==> src/rtl/chunked_serial_adder.sv <==
// Multi-cycle adder: S = A + B + Cin over WIDTH bits, CHUNK bits per clock, carry held in a register.
// Optional signed-overflow output V is built when SIGNED_OVF_EN is defined.
module chunked_serial_adder #(
  parameter int WIDTH = 16,
  parameter int CHUNK = 4
) (
  input  logic             clk,
  input  logic             rst,
  input  logic             start,
  input  logic [WIDTH-1:0] A,
  input  logic [WIDTH-1:0] B,
  input  logic             Cin,
  output logic             busy,
  output logic             done,
  output logic [WIDTH-1:0] S,
`ifdef SIGNED_OVF_EN
  output logic             V,
`endif
  output logic             Cout
);

  localparam int NCH = (CHUNK > 0) ? WIDTH / CHUNK : 1;
  localparam int CW  = (NCH > 1) ? $clog2(NCH) : 1;

  generate
    if (WIDTH < 1 || CHUNK < 1 || CHUNK > WIDTH || (WIDTH % CHUNK) != 0) begin : g_bad_params
      $error("chunked_serial_adder: illegal WIDTH/CHUNK combination");
    end
  endgenerate

  typedef enum logic [0:0] {ST_IDLE = 1'b0, ST_RUN = 1'b1} state_t;

  state_t            state_r, state_nxt_s;
  logic [WIDTH-1:0]  a_r, b_r, partial_r, s_r;
  logic [WIDTH-1:0]  partial_nxt_s;
  logic [CW-1:0]     cnt_r;
  logic              carry_r, busy_r, done_r, cout_r;
  logic [CHUNK-1:0]  a_chunk_s, b_chunk_s;
  logic [CHUNK:0]    sum_s;
  logic              last_s, accept_s, v_s;
  int                lo_s;

  function automatic logic [CHUNK:0] chunk_add(input logic [CHUNK-1:0] x,
                                               input logic [CHUNK-1:0] y,
                                               input logic             c);
    return {1'b0, x} + {1'b0, y} + {{CHUNK{1'b0}}, c};
  endfunction

  assign last_s   = (cnt_r == CW'(NCH - 1));
  assign accept_s = (state_r == ST_IDLE) && start;

  // State register
  always_ff @(posedge clk or posedge rst) begin
    if (rst) begin
      state_r <= ST_IDLE;
    end else begin
      state_r <= state_nxt_s;
    end
  end

  // Next-state logic
  always_comb begin
    state_nxt_s = state_r;
    case (state_r)
      ST_IDLE: begin
        if (start) state_nxt_s = ST_RUN;
        else       state_nxt_s = ST_IDLE;
      end
      ST_RUN: begin
        if (last_s) state_nxt_s = ST_IDLE;
        else        state_nxt_s = ST_RUN;
      end
      default: state_nxt_s = ST_IDLE;
    endcase
  end

  // Current chunk sum and partial result including this chunk
  always_comb begin
    lo_s          = int'(cnt_r) * CHUNK;
    a_chunk_s     = CHUNK'(a_r >> lo_s);
    b_chunk_s     = CHUNK'(b_r >> lo_s);
    sum_s         = chunk_add(a_chunk_s, b_chunk_s, carry_r);
    partial_nxt_s = partial_r;
    partial_nxt_s[lo_s +: CHUNK] = sum_s[CHUNK-1:0];
    // Carry into the MSB is recovered from the MSB sum bit of the last chunk.
    v_s = (a_chunk_s[CHUNK-1] ^ b_chunk_s[CHUNK-1] ^ sum_s[CHUNK-1]) ^ sum_s[CHUNK];
  end

  // Operand capture, chunk iteration and result registers
  always_ff @(posedge clk or posedge rst) begin
    if (rst) begin
      a_r       <= {WIDTH{1'b0}};
      b_r       <= {WIDTH{1'b0}};
      partial_r <= {WIDTH{1'b0}};
      s_r       <= {WIDTH{1'b0}};
      cnt_r     <= {CW{1'b0}};
      carry_r   <= 1'b0;
      busy_r    <= 1'b0;
      done_r    <= 1'b0;
      cout_r    <= 1'b0;
    end else begin
      done_r <= 1'b0;
      if (accept_s) begin
        a_r     <= A;
        b_r     <= B;
        carry_r <= Cin;
        cnt_r   <= {CW{1'b0}};
        busy_r  <= 1'b1;
      end else if (state_r == ST_RUN) begin
        partial_r <= partial_nxt_s;
        carry_r   <= sum_s[CHUNK];
        if (last_s) begin
          cnt_r  <= {CW{1'b0}};
          s_r    <= partial_nxt_s;
          cout_r <= sum_s[CHUNK];
          done_r <= 1'b1;
          busy_r <= 1'b0;
        end else begin
          cnt_r <= cnt_r + CW'(1);
        end
      end else begin
        busy_r <= 1'b0;
      end
    end
  end

`ifdef SIGNED_OVF_EN
  logic v_r;

  // Signed overflow flag, updated together with S/Cout
  always_ff @(posedge clk or posedge rst) begin
    if (rst) begin
      v_r <= 1'b0;
    end else if (state_r == ST_RUN && last_s) begin
      v_r <= v_s;
    end else begin
      v_r <= v_r;
    end
  end

  assign V = v_r;
`else
  logic unused_v_s;
  assign unused_v_s = v_s;
`endif

  assign busy = busy_r;
  assign done = done_r;
  assign S    = s_r;
  assign Cout = cout_r;

endmodule

==> config.mk <==
export PLATFORM = sky130hd
export DESIGN_NAME = chunked_serial_adder
export DESIGN_NICKNAME = d
export VERILOG_FILES = /design/src/rtl/chunked_serial_adder.sv
export SDC_FILE = /design/constraint.sdc
export NUM_CORES = 1
export LEC_CHECK = 0
export ABC_CLOCK_PERIOD_IN_PS = 5700
export BUFFER_PORTS_ARGS = -buffer_cell sky130_fd_sc_hd__buf_2
export CAP_MARGIN = 20
export CORE_ASPECT_RATIO = 2
export CORE_MARGIN = 3
export CORE_UTILIZATION = 60
export DETAILED_ROUTE_END_ITERATION = 8
export HOLD_SLACK_MARGIN = 0.1
export PLACE_DENSITY = 0.84
export REMOVE_ABC_BUFFERS = 1
export SETUP_SLACK_MARGIN = 0.15
export SLEW_MARGIN = 40
export SYNTH_ARGS = -nofsm -noshare
export SYNTH_HDL_FRONTEND = slang
export SYNTH_SLANG_ARGS = --single-unit
==> constraint.sdc <==
create_clock -name clk -period 5.7 [get_ports clk]
set_input_delay 0.855 -clock clk [delete_from_list [all_inputs] [get_ports clk]]
set_output_delay 0.855 -clock clk [all_outputs]
set_load 0.1 [all_outputs]
# Yosys cells after proc, flatten, opt, wreduce, memory -nomap -nowiden
# Index checks and enable logic that the tools add are counted.
[totals]
word_cells = 41
input_bits = 36
mem_count = 0
rom_bits = 0
output_inout_bits = 19
ff_bits = 71
latch_bits = 0
mem_bits_rw = 0
[classes]
mux = 15
shift = 4
bitwise_logic = 2
n_addsub = 4
mul = 0
reduce_logical = 4
eq_ne = 2
div = 0
order_cmp = 0
[op_table]
columns = ["operator", "count"]
rows = [
  ["4-bit negation with 33-bit output", 1],
  ["4-bit by 33-bit variable shift with 16-bit output (first input constant)", 1],
  ["4-bit by 33-bit indexed part select with 16-bit output", 1],
  ["16-bit by 4-bit >> shifter with 4-bit output", 2],
  ["16-bit bitwise mux", 1],
  ["1-bit 2-to-1 mux", 10],
  ["2-bit 2-to-1 mux", 3],
  ["4-bit by 4-bit adder with 5-bit output", 1],
  ["5-bit by 1-bit adder with 5-bit output", 1],
  ["3-bit by 1-bit inequality test with 1-bit output (second input constant)", 1],
  ["3-bit AND reduction", 1],
  ["2-bit by 1-bit adder with 2-bit output (second input constant)", 1],
  ["2-bit == test (second input constant)", 1],
  ["1-bit NOT", 2],
  ["1-bit case mux with 2 select lines", 1],
  ["2-bit AND reduction", 1],
  ["2-bit nonzero test", 1],
  ["1-bit logical AND", 1],
]

# Logic depth before layout (Yosys ltp)
# Gate-level depths: netlist of the first run.
[logic_depth]
depth_word = 5
ltp_mapped = 8
ltp_nobuf = 7

# Worst setup path before layout of the first run
# Ideal clock, no wire load.
[synth_timing]
path_type = "flip-flop to flip-flop"
from = "register cnt_r[0]"
to = "register partial_r[13]"
path_slack_ns = 3.226
path_buffers = 1
period_less_slack_ns = 2.474
setup_ns = 0.066
arrival_time_ns = 2.409
stages_incl_launch_ff = 8
required_time_ns = 5.634
cell_sequence = "dfrtp_1 buf_6 mux4_1 fa_1 inv_1 fa_1 nor2b_1 a22o_1"
[synth_via]
elab_chain_cells = 5
word_cells_on_any_way = 8
classes_between = "add/sub: 3; shift: 4; mux: 1"
[synth_rtl]
columns = ["element", "line_no", "text"]
rows = [
  ["start: declaration", "36", "logic [CW-1:0] cnt_r;"],
  ["start signal: assignment", "96", "cnt_r <= {CW{1'b0}};"],
  ["start signal: assignment", "107", "cnt_r <= {CW{1'b0}};"],
  ["start signal: assignment", "113", "cnt_r <= {CW{1'b0}};"],
  ["16-bit by 4-bit >> shifter with 4-bit output (on tied branches)", "80, 81", ""],
  ["4-bit by 4-bit adder with 5-bit output", "46", "return {1'b0, x} + {1'b0, y} + {{CHUNK{1'b0}}, c};"],
  ["5-bit by 1-bit adder with 5-bit output", "46", ""],
  ["4-bit by 33-bit indexed part select with 16-bit output", "84", "partial_nxt_s[lo_s +: CHUNK] = sum_s[CHUNK-1:0];"],
  ["16-bit bitwise mux (*)", "84", ""],
  ["end signal: assignment", "94", "partial_r <= {WIDTH{1'b0}};"],
  ["end signal: assignment", "110", "partial_r <= partial_nxt_s;"],
  ["end: declaration", "34", "logic [WIDTH-1:0] a_r, b_r, partial_r, s_r;"],
]
# Mark *: on every way between the ends. The rest lies on a longest branch, timed or not.
# A chain may end at the register's enable or synchronous reset.

# Worst setup path after layout of the first run
[layout_timing]
from = "register cnt_r[0]"
to = "register partial_r[9]"
# The elaborated chain is that of the path after synthesis.

==> results summary, run 1 <==
The instance area at placement came out at about 0.0037 mm2. Synthesis produced a netlist whose cell count is 280. At the later pin of the worst-skew pair, clock insertion delay measures 0.35 ns. The final worst-path setup slack is between 2 and 3 ns. The endpoint required time on the critical path is about 6 ns. The worst setup path is captured at a flip-flop.

The total clock sinks is 71. The critical path is of the flip-flop to flip-flop type. After synthesis, the cell types taking the most area are sky130_fd_sc_hd__dfrtp_1 50%, sky130_fd_sc_hd__mux2_2 9.6%, sky130_fd_sc_hd__mux4_2 3.8%, sky130_fd_sc_hd__ha_1 3.2%, sky130_fd_sc_hd__nor2b_1 3.2%. The via count of the first global-routing pass is 2627. The number of antenna repair diodes is 0. Clock tree synthesis selected as its root buffer the cell sky130_fd_sc_hd__clkbuf_8. In this run the cell area of the synthesized design comes to 0.00352 mm2. The number of different library cells used by synthesis comes to 38. The first routing iteration left 114 violations. Timing analysis after detailed placement gives a worst setup slack of roughly 2.7 ns. The congestion estimate from routability-driven global placement came to a little over 0.8. The run finished with clean final reports. The via total after detailed routing came out at 2408.

The post-synthesis area per instance came out at between 10 and 15 um2. The maximum number of pins on one net before global-route repair is 72. The worst setup skew after layout came out at between 0.01 and 0.015 ns. The normalized max-slew margin came out at between 40 and 50%.

Clock tree synthesis inserted a total of 9 buffers. The detailed-route wire length per cell came out at 17.8 um. The die area is around 0.0069 mm2. The initial core utilization came out at 63.3%. The share of the synthesized area in the top cell type came out at 50.5%.

Summing all non-filler instances in the final layout gives an area of 0.00394 mm2. The final count of negative-setup-slack endpoints is 0. Summed over all layers, the routed wires come to between 6000 and 7000 um. The number of nets still failing antenna checks after routing came out at 0. The sequential element share of the synthesized area is 50.5%. Dividing the final minimum period by the clock period gives roughly half. Timing would allow up to 338 MHz.

Of the total synthesized cell area, the portion taken by full adders, half adders and majority gates is approximately 4.3%. At the pin with the least slew margin, the transition time is about 0.81 ns. The initial antenna violation count came out at 0.

The net count of the finished layout is ~380. The multi-input combinational cells in the finished layout cover a total of 0.00156 mm2. The number of setup buffers added after CTS is 0.

For this run, the leading register cell type out of synthesis is sky130_fd_sc_hd__dfrtp_1. In the synthesized netlist the async set-or-reset flop fraction comes to 100%. From synthesis to final layout, the design area changed by 11.9%. The wire length of the first global-routing pass came out at ~12000 um. The synthesized design spends more area on one cell type than any other, namely sky130_fd_sc_hd__dfrtp_1. The maximum fanout along the worst path is 17. The layout cell share with drive strength beyond 1 came out at a little over a third. The compound-cell area share of the yosys netlist came out at between 10% and 20%. The number of flops mapped to enable cells by yosys came out at 0.

The total global-route track usage is 23.4%. The count of yosys warnings during synthesis came out at 0. After filler insertion, the fill cell instance count of the layout stands at ~400.

The number of remaining DRC errors came out at 0. By area, the combinational part of the netlist is dominated by multiplexers. The clock period minus final worst setup slack came out at 2.96 ns. The critical path startpoint category is a flip-flop. The number of hold-repair buffers added at the cts stage came out at 0. The vertical die dimension is between 100 and 150 um. The post-cts repair resize count came out at 0. For this run, the share of the core covered by cells in the final layout is 70.8%. For this design, the slowest cell found on the critical path is sky130_fd_sc_hd__dfrtp_1. The maximum single-stage delay on the critical path came out at around 0.8 ns. The min-delay analysis places its worst path in the category flip-flop to flip-flop. The number of max-capacitance violations reported came out at 0.

The horizontal extent of the die came out at 60.2 um. The count of input and output buffers came out at 54. The top-level I/O count came out at 55. The final max-slew violation count came out at 0. Setup repair after global routing left no endpoint under its margin. The clock tree synthesis step divided the H-tree into 3 levels. The via count normalized by instance count is 6.13. Summing all flip-flop and latch instances after layout gives 0.00178 mm2.

For the worst setup path, the data arrival time is 3.24 ns. The basic-gate share of the synthesized area counting and, or, nand and nor cells came out at 12.2%. In this design, the critical path's most frequently occurring cell is sky130_fd_sc_hd__fa_1. The clock transition at the registers of the reported paths is 0.07 ns. The maximum buffer depth of the clock tree is 2. For the final routed database, the setup TNS stands at 0 ns.

The flop and latch count out of synthesis is 71. The core region is around 0.0056 mm2. The number of rows created at floorplan came out at 38. The final hold violation count came out at 0. The global route total overflow came out at 0. The synthesized netlist devotes 0.249% of its cell area to XOR and XNOR gates.

The proportion of synthesized area in mux cells came out at 15.8%. TritonCTS built the clock tree. Walking the worst path, the cells encountered are mux4_1 -> fa_1 -> inv_1 -> fa_1 -> nor2b_1 -> a22o_1. The first-pass iteration count of the detailed router is 4. The post-detailed-placement half-perimeter wirelength is 5030 um.
[Yosys cell counts (5+ instances only)]
master,instances
sky130_fd_sc_hd__inv_1,9
sky130_fd_sc_hd__mux4_2,6
sky130_fd_sc_hd__nand2_1,24
sky130_fd_sc_hd__buf_2,7
sky130_fd_sc_hd__nor2b_1,18
sky130_fd_sc_hd__dfrtp_1,71
sky130_fd_sc_hd__buf_6,6
sky130_fd_sc_hd__mux2_2,30
sky130_fd_sc_hd__o21ai_0,14
sky130_fd_sc_hd__and4b_1,5
sky130_fd_sc_hd__a21oi_1,16
sky130_fd_sc_hd__o211ai_1,8
sky130_fd_sc_hd__nand3_1,7
sky130_fd_sc_hd__ha_1,9
sky130_fd_sc_hd__a32o_1,8
[final cells by class]
cell class / count / area share [%]
clock buffer: 14 / 4.13
timing repair buffer: 56 / 7.34
multi-input combinational: 181 / 39.7
sequential: 71 / 45.1
inverter: 9 / 0.857
clock inverter: 2 / 0.984
tap: 60 / 1.91
[flip-flops by register name, indices dropped and copies added, names as in the netlist]
name	flops
partial_r	16
Cout	1
S	16
state_r	1
b_r	16
busy	1
carry_r	1
cnt_r	2
a_r	16
done	1
[cells in the final DEF, fill, tap and decap left out, drive strengths merged, types with 8 or more instances in the layout]
master  netlist  final
dfrtp        71     71
buf          18     56
mux2         32     32
nand2        24     24
nor2b        18     18
a21oi        16     16
o21ai        14     14
clkbuf        1     14
o211ai       12     12
ha            9      9
inv           9      9
a32o          8      8
mux4          8      8
[per-stage QoR]
stage / std cells / hold slack [ns]
2_1_floorplan: 261 / 0.458
3_3_place_gp: 377 / 0.456
3_5_place_dp: 377 / 0.466
4_1_cts: 393 / 0.482
5_1_grt: 393 / 0.514
6_report: 393 / 0.473
[path summary, 6_finish.rpt]
path,startpoint,end,slack [ns],depth (start not counted)
min in group asynchronous,rst,S[13],0.65,3
max in group asynchronous,rst,state_r,4.59,3
max,cnt_r[0],partial_r[9],2.74,6
min,S[8],S[8],0.47,2
min reg2reg,S[8],S[8],0.47,2
max reg2reg,cnt_r[0],partial_r[9],2.74,6
[cell families (layout without fill, tap and decap cells)]
logic type	count (synthesis)	count (layout)
DFF	71	71
and+or+nand+nor	70	70
AOI/OAI and AO/OA	59	59
muxes	40	40
buffers and inverters	28	81
adders and majority gates	11	11
xor gates and xnor gates	1	1
[worst max-delay path: cells and delay by family, from the launching register on]
family / cells / cell delay [ns]
and+or+nand+nor: 1 / 0.29
AOI/OAI and AO/OA: 1 / 0.23
buffers and inverters: 1 / 0.08
DFF: 1 / 0.79
adders and majority gates: 2 / 0.83
muxes: 1 / 0.67
[per-layer routing]
layer	part of all wire, %	GRT usage, %	up-vias
li1	-	-	1119
met1	35	24.1	1185
met2	57	41.2	79
met3	4.1	4.29	25
met4	4.4	15.1	0
met5	0	0	-
Power of run 1 is left out: the tool's default activity adds up to more than one toggle a clock period on the data nets, which glitch-free logic cannot reach.
==> run 2: changes to the inputs <==
- ABC_AREA: not set -> 1
- ABC_CLOCK_PERIOD_IN_PS: 5700 -> 2400
- CORE_UTILIZATION: 60 -> 51
- PLACE_DENSITY: 0.84 -> 0.76
- clock period: 5.7 -> 2.4 ns (I/O delays scaled with it)
==> run 2 against run 1 <==
Compared with the run above: the run now ends with negative setup slack left; fmax is 22% higher; critical path depth is 5 higher; cell area rose by 12%; largest cell class unchanged.
==> results summary, run 2 <==
The run finished, with violations left. The checks that failed: negative setup slack. The initial antenna violation count came out at 0 (unchanged). The detailed-route wire length per cell is 16.2 um (-8.8%). The setup path with the least slack is of type flip-flop to flip-flop. The final count of negative-setup-slack endpoints came out at 3 (+3). The endpoint required time on the critical path is 2.66 ns (-3.32 ns). The sequential element share of the synthesized area came out at 51.7% (+1.3 points). The critical path startpoint category is a flip-flop. The number of H-tree levels was 3 (unchanged).

The total clock buffers created by CTS came out at 9 (unchanged). The post-synthesis area per instance came out at 9.84 um2 (-22%). The post-detailed-placement half-perimeter wirelength is 5540 um (+10%). Setup repair after global routing could not meet its margin everywhere. TritonCTS built the clock tree. The count of input and output buffers was 54 (unchanged). The layout cell share with drive strength beyond 1 is 39.4% (+3.4 points). The number of rows created at floorplan is 41 (+7.9%). Among all flip-flop cells after synthesis, the most frequent one is sky130_fd_sc_hd__dfrtp_1. The synthesized instance count is 349 (+25%).

The count of nets after finishing came to 471 (+26%). The critical path's top delay family is adder cells. The number of violations reported at the end of detailed-routing iteration 0 came to 221 (+94%).

The number of fill cells in the layout came out at 479 (+21%). The total clock sinks is 71 (unchanged). The synthesized design spends more area on one cell type than any other, namely sky130_fd_sc_hd__dfrtp_1. The share of flip-flops with an asynchronous set or reset after synthesis was 100% (unchanged).

The number of remaining DRC errors came out at 0 (unchanged). The die area came out at 0.00781 mm2 (+14%). The unique cell type count in the Yosys netlist came to 24 (-37%). The latest clock arrival within the worst-skew pair came out at 0.34 ns (about the same).

After synthesis, the cell types taking the most area are sky130_fd_sc_hd__dfrtp_1 52%, sky130_fd_sc_hd__mux2_4 11%, sky130_fd_sc_hd__nand2_1 10%, sky130_fd_sc_hd__o21ai_0 4.4%, sky130_fd_sc_hd__inv_1 3.8%. The total global-route track usage came out at 22.1% (-1.3 points). The via total after detailed routing is 2784 (+16%). Leaving out fill and tap cells, the most frequent cells in the layout are 88 x sky130_fd_sc_hd__nand2_1, 69 x sky130_fd_sc_hd__dfrtp_1, 54 x sky130_fd_sc_hd__buf_2. The layout overhead on the synthesized area came out at 28.3%. The via count of the first global-routing pass came out at 2875 (+9.4%). The final max-slew violation count was 0 (unchanged). The normalized max-slew margin is 63.0% (+18 points). The total length of routed wires is 8350 um (+20%). The final worst-path setup slack came to -0.0258 ns (-2.76 ns).

The worst setup skew after layout is 0.00451 ns (-0.00566 ns). The share of the clock period used by the worst path after layout came to 101% (+49 points). The slowest library cell on the worst path is sky130_fd_sc_hd__dfrtp_2. The initial core utilization is 53.5% (-9.7 points). The number of max-capacitance violations reported is 0 (unchanged).

The cell sitting at the root of the clock tree is a sky130_fd_sc_hd__clkbuf_16. The number of buffers and inverters on the critical path is 2 (+1). The maximum fanout along the worst path came to 7 (-10). The vertical die dimension came out at 122 um (+6.8%). Counting stages on the worst path, the most repeated cell is sky130_fd_sc_hd__fa_2. The number of antenna repair diodes was 0 (unchanged). The horizontal extent of the die is 64.0 um (+6.4%). The most repeated cell in the gate-level netlist after synthesis is sky130_fd_sc_hd__nand2_1. By count the netlist is led by 93 x sky130_fd_sc_hd__nand2_1, 71 x sky130_fd_sc_hd__dfrtp_1, 35 x sky130_fd_sc_hd__inv_1. The flop and latch count out of synthesis came out at 71 (unchanged). The final hold slack is 0.247 ns (-0.226 ns). The library cell used most frequently in the layout, excluding fill and tap cells, is sky130_fd_sc_hd__nand2_1. The number of flops mapped to enable cells by yosys was 0 (unchanged).

The number of nets still failing antenna checks after routing was 0 (unchanged). The slew at the pin closest to its max-slew limit came out at 0.554 ns (-0.258 ns). The tightest min-delay check is of the primary input to flip-flop type. The post-synth design cell area came out at 0.00343 mm2 (-2.5%). The count of yosys warnings during synthesis was 0 (unchanged).

The clock period minus final worst setup slack was 2.43 ns (-0.536 ns). The maximum buffer depth of the clock tree came out at 2 (unchanged). The placed cell count came out at 490 (+30%). The wire length of the first global-routing pass is 13000 um (+9.6%). The post-route setup TNS is -0.0402 ns (-0.0402 ns). The top-level I/O count is 55 (unchanged).

The via count normalized by instance count is 5.41 (-12%). The data arrival time at the worst-slack endpoint was 2.69 ns (-0.55 ns). The maximum number of pins on one net before global-route repair is 35 (-51%).

The critical path goes through clkinv_4 -> o21ai_4 -> o22ai_4 -> fa_2 -> inv_2 -> fa_2 -> nor2_4 -> nand2_2 -> o22ai_2 -> nand2_1 -> o21ai_1. The final hold violation count is 0 (unchanged). The first-pass iteration count of the detailed router was 4 (unchanged). The category of the worst setup path capture point is a flip-flop. The share of the synthesized area in the top cell type came to 51.7% (+1.3 points). The global route total overflow is 0 (unchanged). The maximum single-stage delay on the critical path was 0.48 ns (-0.31 ns). The global placement routability congestion came to 0.882 (+6.1%). The achievable clock frequency is 412 MHz (+22%).

The clock transition at the registers of the reported paths was 0.05 ns (-0.02 ns). The area of the core came out at 0.00641 mm2 (+15%). The post-layout instance count excluding filler cells came to 515 (+31%).
## run 2: cell types whose count changed in the layout (fill, tap and decap cells not counted), moves of 17 or more
| cell | delta |
|---|---|
| sky130_fd_sc_hd__nand2_1 | +65 |
| sky130_fd_sc_hd__inv_1 | +22 |
| sky130_fd_sc_hd__buf_4 | +17 |
| sky130_fd_sc_hd__nor2b_1 | -17 |
| sky130_fd_sc_hd__mux2_4 | +24 |
| sky130_fd_sc_hd__mux2_2 | -26 |
## run 2: logic make-up after synthesis
group                    after synthesis  share of synthesized area [%]
AO/OA/AOI/OAI                         56                           9.18
adder cells (fa/ha/maj)               11                           4.45
buffers and inverters                 51                           6.71
flip-flops                            71                           51.7
multiplexers                          30                           12.7
AND/OR/NAND/NOR                      130                           15.2
## run 2: per-layer routing
metal | up-vias | track usage (%) | part of all wire, %
li1 | 1297 | - | -
met5 | - | 0 | 0
met2 | 85 | 38.3 | 55
met3 | 32 | 5.90 | 4.3
met4 | 0 | 17.1 | 4.5
met1 | 1370 | 21.8 | 36
## run 2: path summary, 6_finish.rpt
path / slack (ns) / depth (start not counted) / start / endpoint
min in group asynchronous: 0.62 / 3 / rst / S[11]
worst max-delay path: -0.03 / 11 / cnt_r[0] / partial_r[13]
worst min register to register: 0.47 / 2 / S[7] / S[7]
max in group asynchronous: 1.08 / 4 / rst / a_r[3]
worst min-delay path: 0.25 / 2 / A[6] / a_r[6]
worst max register to register: -0.03 / 11 / cnt_r[0] / partial_r[13]
## run 2: stage by stage
stage / utilization, % / worst slack [ns] / area (um2)
final: 68.7 / -0.0258 / 4410
after global placement: 59.7 / 0.0589 / 3830
after detailed placement: 59.7 / -0.0275 / 3830
after floorplan: - / -0.322 / 3350
after global routing: 68.7 / -0.0980 / 4410
after CTS: 66.5 / 0.106 / 4260
## run 2: cell type report
| class | count | area, um2 | area share [%] |
|---|---|---|---|
| inverters | 38 | 148 | 3.35 |
| multi-input cells | 227 | 1630 | 37.1 |
| clock inverters | 4 | 20.0 | 0.454 |
| clock buffers | 12 | 256 | 5.82 |
| repair buffers | 77 | 460 | 10.5 |
| well taps | 86 | 108 | 2.44 |
| flip-flops and latches | 71 | 1780 | 40.4 |
## run 2: timing repair
action	CTS	global route
buffers inserted	5	3
resized for setup	35	36
setup endpoints to repair	21	26
hold buffers	1	0
pin swaps	12	13
endpoints found under the hold margin	26	0
Power of run 2 is left out for the same reason.
==> run 3: changes to the inputs <==
- ABC_CLOCK_PERIOD_IN_PS: 2400 -> 2200
- clock period: 2.4 -> 2.2 ns (I/O delays scaled with it)
==> run 3 against run 2 <==
Compared with the run above: routed wire length shrank 2.7%; sequential share of layout area shrank 0.15 points; register-to-register slack lost 0.08 ns; fmax grew 5.4%; non-clock buffer count grew 3; the flow still finishes with violations (negative setup slack); via count shrank 0.61%.
==> results summary, run 3 (synthesis gave the netlist of run 2 again) <==
The achievable clock frequency came out at 434 MHz (+5.4%). The maximum buffer depth of the clock tree was 2 (unchanged). The layout overhead on the synthesized area came out at 28.8%. The top-level I/O count came out at 55 (unchanged).

The initial antenna violation count is 0 (unchanged). The first-pass iteration count of the detailed router came out at 7 (+3). The maximum fanout along the worst path came out at 8 (+1). The via count normalized by instance count was 5.36 (-0.80%). The category of the worst setup path capture point is a flip-flop. The global placement routability congestion came out at 0.902 (+2.3%). STA classifies the critical path startpoint as a flip-flop. The data arrival time at the worst-slack endpoint came out at 2.56 ns (-0.13 ns). The final hold violation count is 0 (unchanged). The count of input and output buffers came to 54 (unchanged). The number of violations reported at the end of detailed-routing iteration 0 came out at 156 (-29%). The number of H-tree levels came out at 3 (unchanged).

The top cell types in the final layout, fill and taps aside, are 88 x sky130_fd_sc_hd__nand2_1, 69 x sky130_fd_sc_hd__dfrtp_1, 54 x sky130_fd_sc_hd__buf_2. The horizontal extent of the die came to 64.0 um (unchanged). The total clock buffers created by CTS is 9 (unchanged).

The post-layout instance count excluding filler cells came out at 516 (+0.19%). The final worst-path setup slack came to -0.102 ns (-0.0767 ns). The number of buffers and inverters on the critical path was 2 (unchanged). The count of nets after finishing is 474 (+0.64%). The share of the clock period used by the worst path after layout came to 105% (+3.6 points).

The slew at the pin closest to its max-slew limit is 0.584 ns (+0.0299 ns). The global route total overflow is 0 (unchanged). The placed cell count came out at 496 (+1.2%). TritonCTS built the clock tree. The vertical die dimension was 122 um (unchanged).

The run finished, with violations left. The total length of routed wires is 8120 um (-2.7%). The post-route setup TNS is -0.642 ns (-0.602 ns). The number of max-capacitance violations reported came to 0 (unchanged).

In this run the clock root is driven by a sky130_fd_sc_hd__clkbuf_16. The area of the core is 0.00641 mm2 (unchanged). The maximum single-stage delay on the critical path came out at 0.47 ns (about the same). The tightest min-delay check is of the primary input to flip-flop type.

The total global-route track usage came out at 22.9% (+0.73 points). The layout cell share with drive strength beyond 1 was 39.1% (-0.32 points). The library cell used most frequently in the layout, excluding fill and tap cells, is sky130_fd_sc_hd__nand2_1. The total clock sinks is 71 (unchanged). The number of rows created at floorplan is 41 (unchanged).

The via count of the first global-routing pass is 2884 (+0.31%). The die area is 0.00781 mm2 (unchanged). The final count of negative-setup-slack endpoints is 12 (+9). The detailed-route wire length per cell came to 15.7 um (-2.9%). The latest clock arrival within the worst-skew pair is 0.33 ns (about the same).

The slowest stage of the critical path belongs to the cell sky130_fd_sc_hd__fa_2. The critical path in this run is classified as flip-flop to flip-flop. The endpoint required time on the critical path came out at 2.46 ns (-0.20 ns). The number of remaining DRC errors came out at 0 (unchanged). The wire length of the first global-routing pass came out at 13300 um (+2.0%). The maximum number of pins on one net before global-route repair was 46 (+31%). The clock transition at the registers of the reported paths is 0.05 ns (about the same). The minimum setup slack after placement came out at -0.277 ns (-0.249 ns). The via total after detailed routing was 2767 (-0.61%). The worst setup skew after layout came out at 0.00472 ns (+0.000220 ns). Traced cell by cell, the critical path runs through inv_4 -> o21ai_2 -> o22ai_2 -> fa_2 -> inv_2 -> fa_2 -> nor2_4 -> nand2_2 -> o22ai_2 -> nand2_1 -> o21ai_1. The post-detailed-placement half-perimeter wirelength is 5690 um (+2.6%).

In this design, the largest share of critical-path delay is due to adder cells. The initial core utilization came out at 53.5% (unchanged). Setup repair after global routing could not meet its margin everywhere. The checks that failed: negative setup slack. The number of nets still failing antenna checks after routing is 0 (unchanged). The final max-slew violation count is 0 (unchanged). The clock period minus final worst setup slack is 2.30 ns (-0.123 ns). The number of antenna repair diodes is 0 (unchanged). The normalized max-slew margin is 61.0% (-2.0 points).
-- run 3: layout make-up --
cell class	instances	area [um2]
Clock buffer	13	250
Clock inverter	1	30.0
Fill cell	487	1990
Inverter	38	145
Multi-Input combinational cell	227	1620
Sequential cell	71	1780
Tap cell	86	108
Timing Repair Buffer	80	492
-- run 3: repair_timing --
item,4_1_cts,5_1_grt
buffers inserted,3,2
endpoints found under the setup margin,28,29
cloned,0,0
endpoints found under the hold margin,26,0
gates resized for setup,57,9
hold buffers,1,0
pin swaps,12,14
-- run 3: through the flow --
stage          cell area [um2]  utilization [%]  hold slack, ns
6_report                  4420             69.0           0.227
5_1_grt                   4420             69.0           0.226
4_1_cts                   4360             68.0           0.217
3_5_place_dp              3890             60.6           0.424
3_3_place_gp              3890             60.6           0.411
2_1_floorplan             3350                -           0.449
-- run 3: worst register-to-register path, delay by kind of cell (launching register included) --
| family | cells | cell delay, ns |
|---|---|---|
| AO/OA/AOI/OAI | 4 | 0.47 |
| buffers and inverters | 2 | 0.15 |
| adder cells (fa/ha/maj) | 2 | 0.86 |
| flip-flops | 1 | 0.46 |
| AND/OR/NAND/NOR | 3 | 0.30 |
-- run 3: worst paths after layout --
| kind | start | endpoint | slack (ns) | depth (start not counted) |
|---|---|---|---|---|
| worst min-delay path | B[5] | b_r[5] | 0.23 | 2 |
| worst min register to register | S[14] | S[14] | 0.46 | 2 |
| worst max-delay path | cnt_r[0] | partial_r[13] | -0.10 | 11 |
| worst max register to register | cnt_r[0] | partial_r[13] | -0.10 | 11 |
| min in group asynchronous | rst | b_r[0] | 0.61 | 3 |
| max in group asynchronous | rst | cnt_r[1] | 0.93 | 4 |
-- run 3: per-layer routing --
| metal | wire length, um | up-vias | part of all wire (%) | global-route usage, % |
|---|---|---|---|---|
| met4 | 456 | 0 | 5.6 | 18.3 |
| met5 | 0 | - | 0 | 0 |
| li1 | - | 1304 | - | - |
| met1 | 2710 | 1342 | 33 | 22.1 |
| met2 | 4650 | 84 | 57 | 40.3 |
| met3 | 308 | 37 | 3.8 | 5.35 |
Power of run 3 is left out for the same reason.
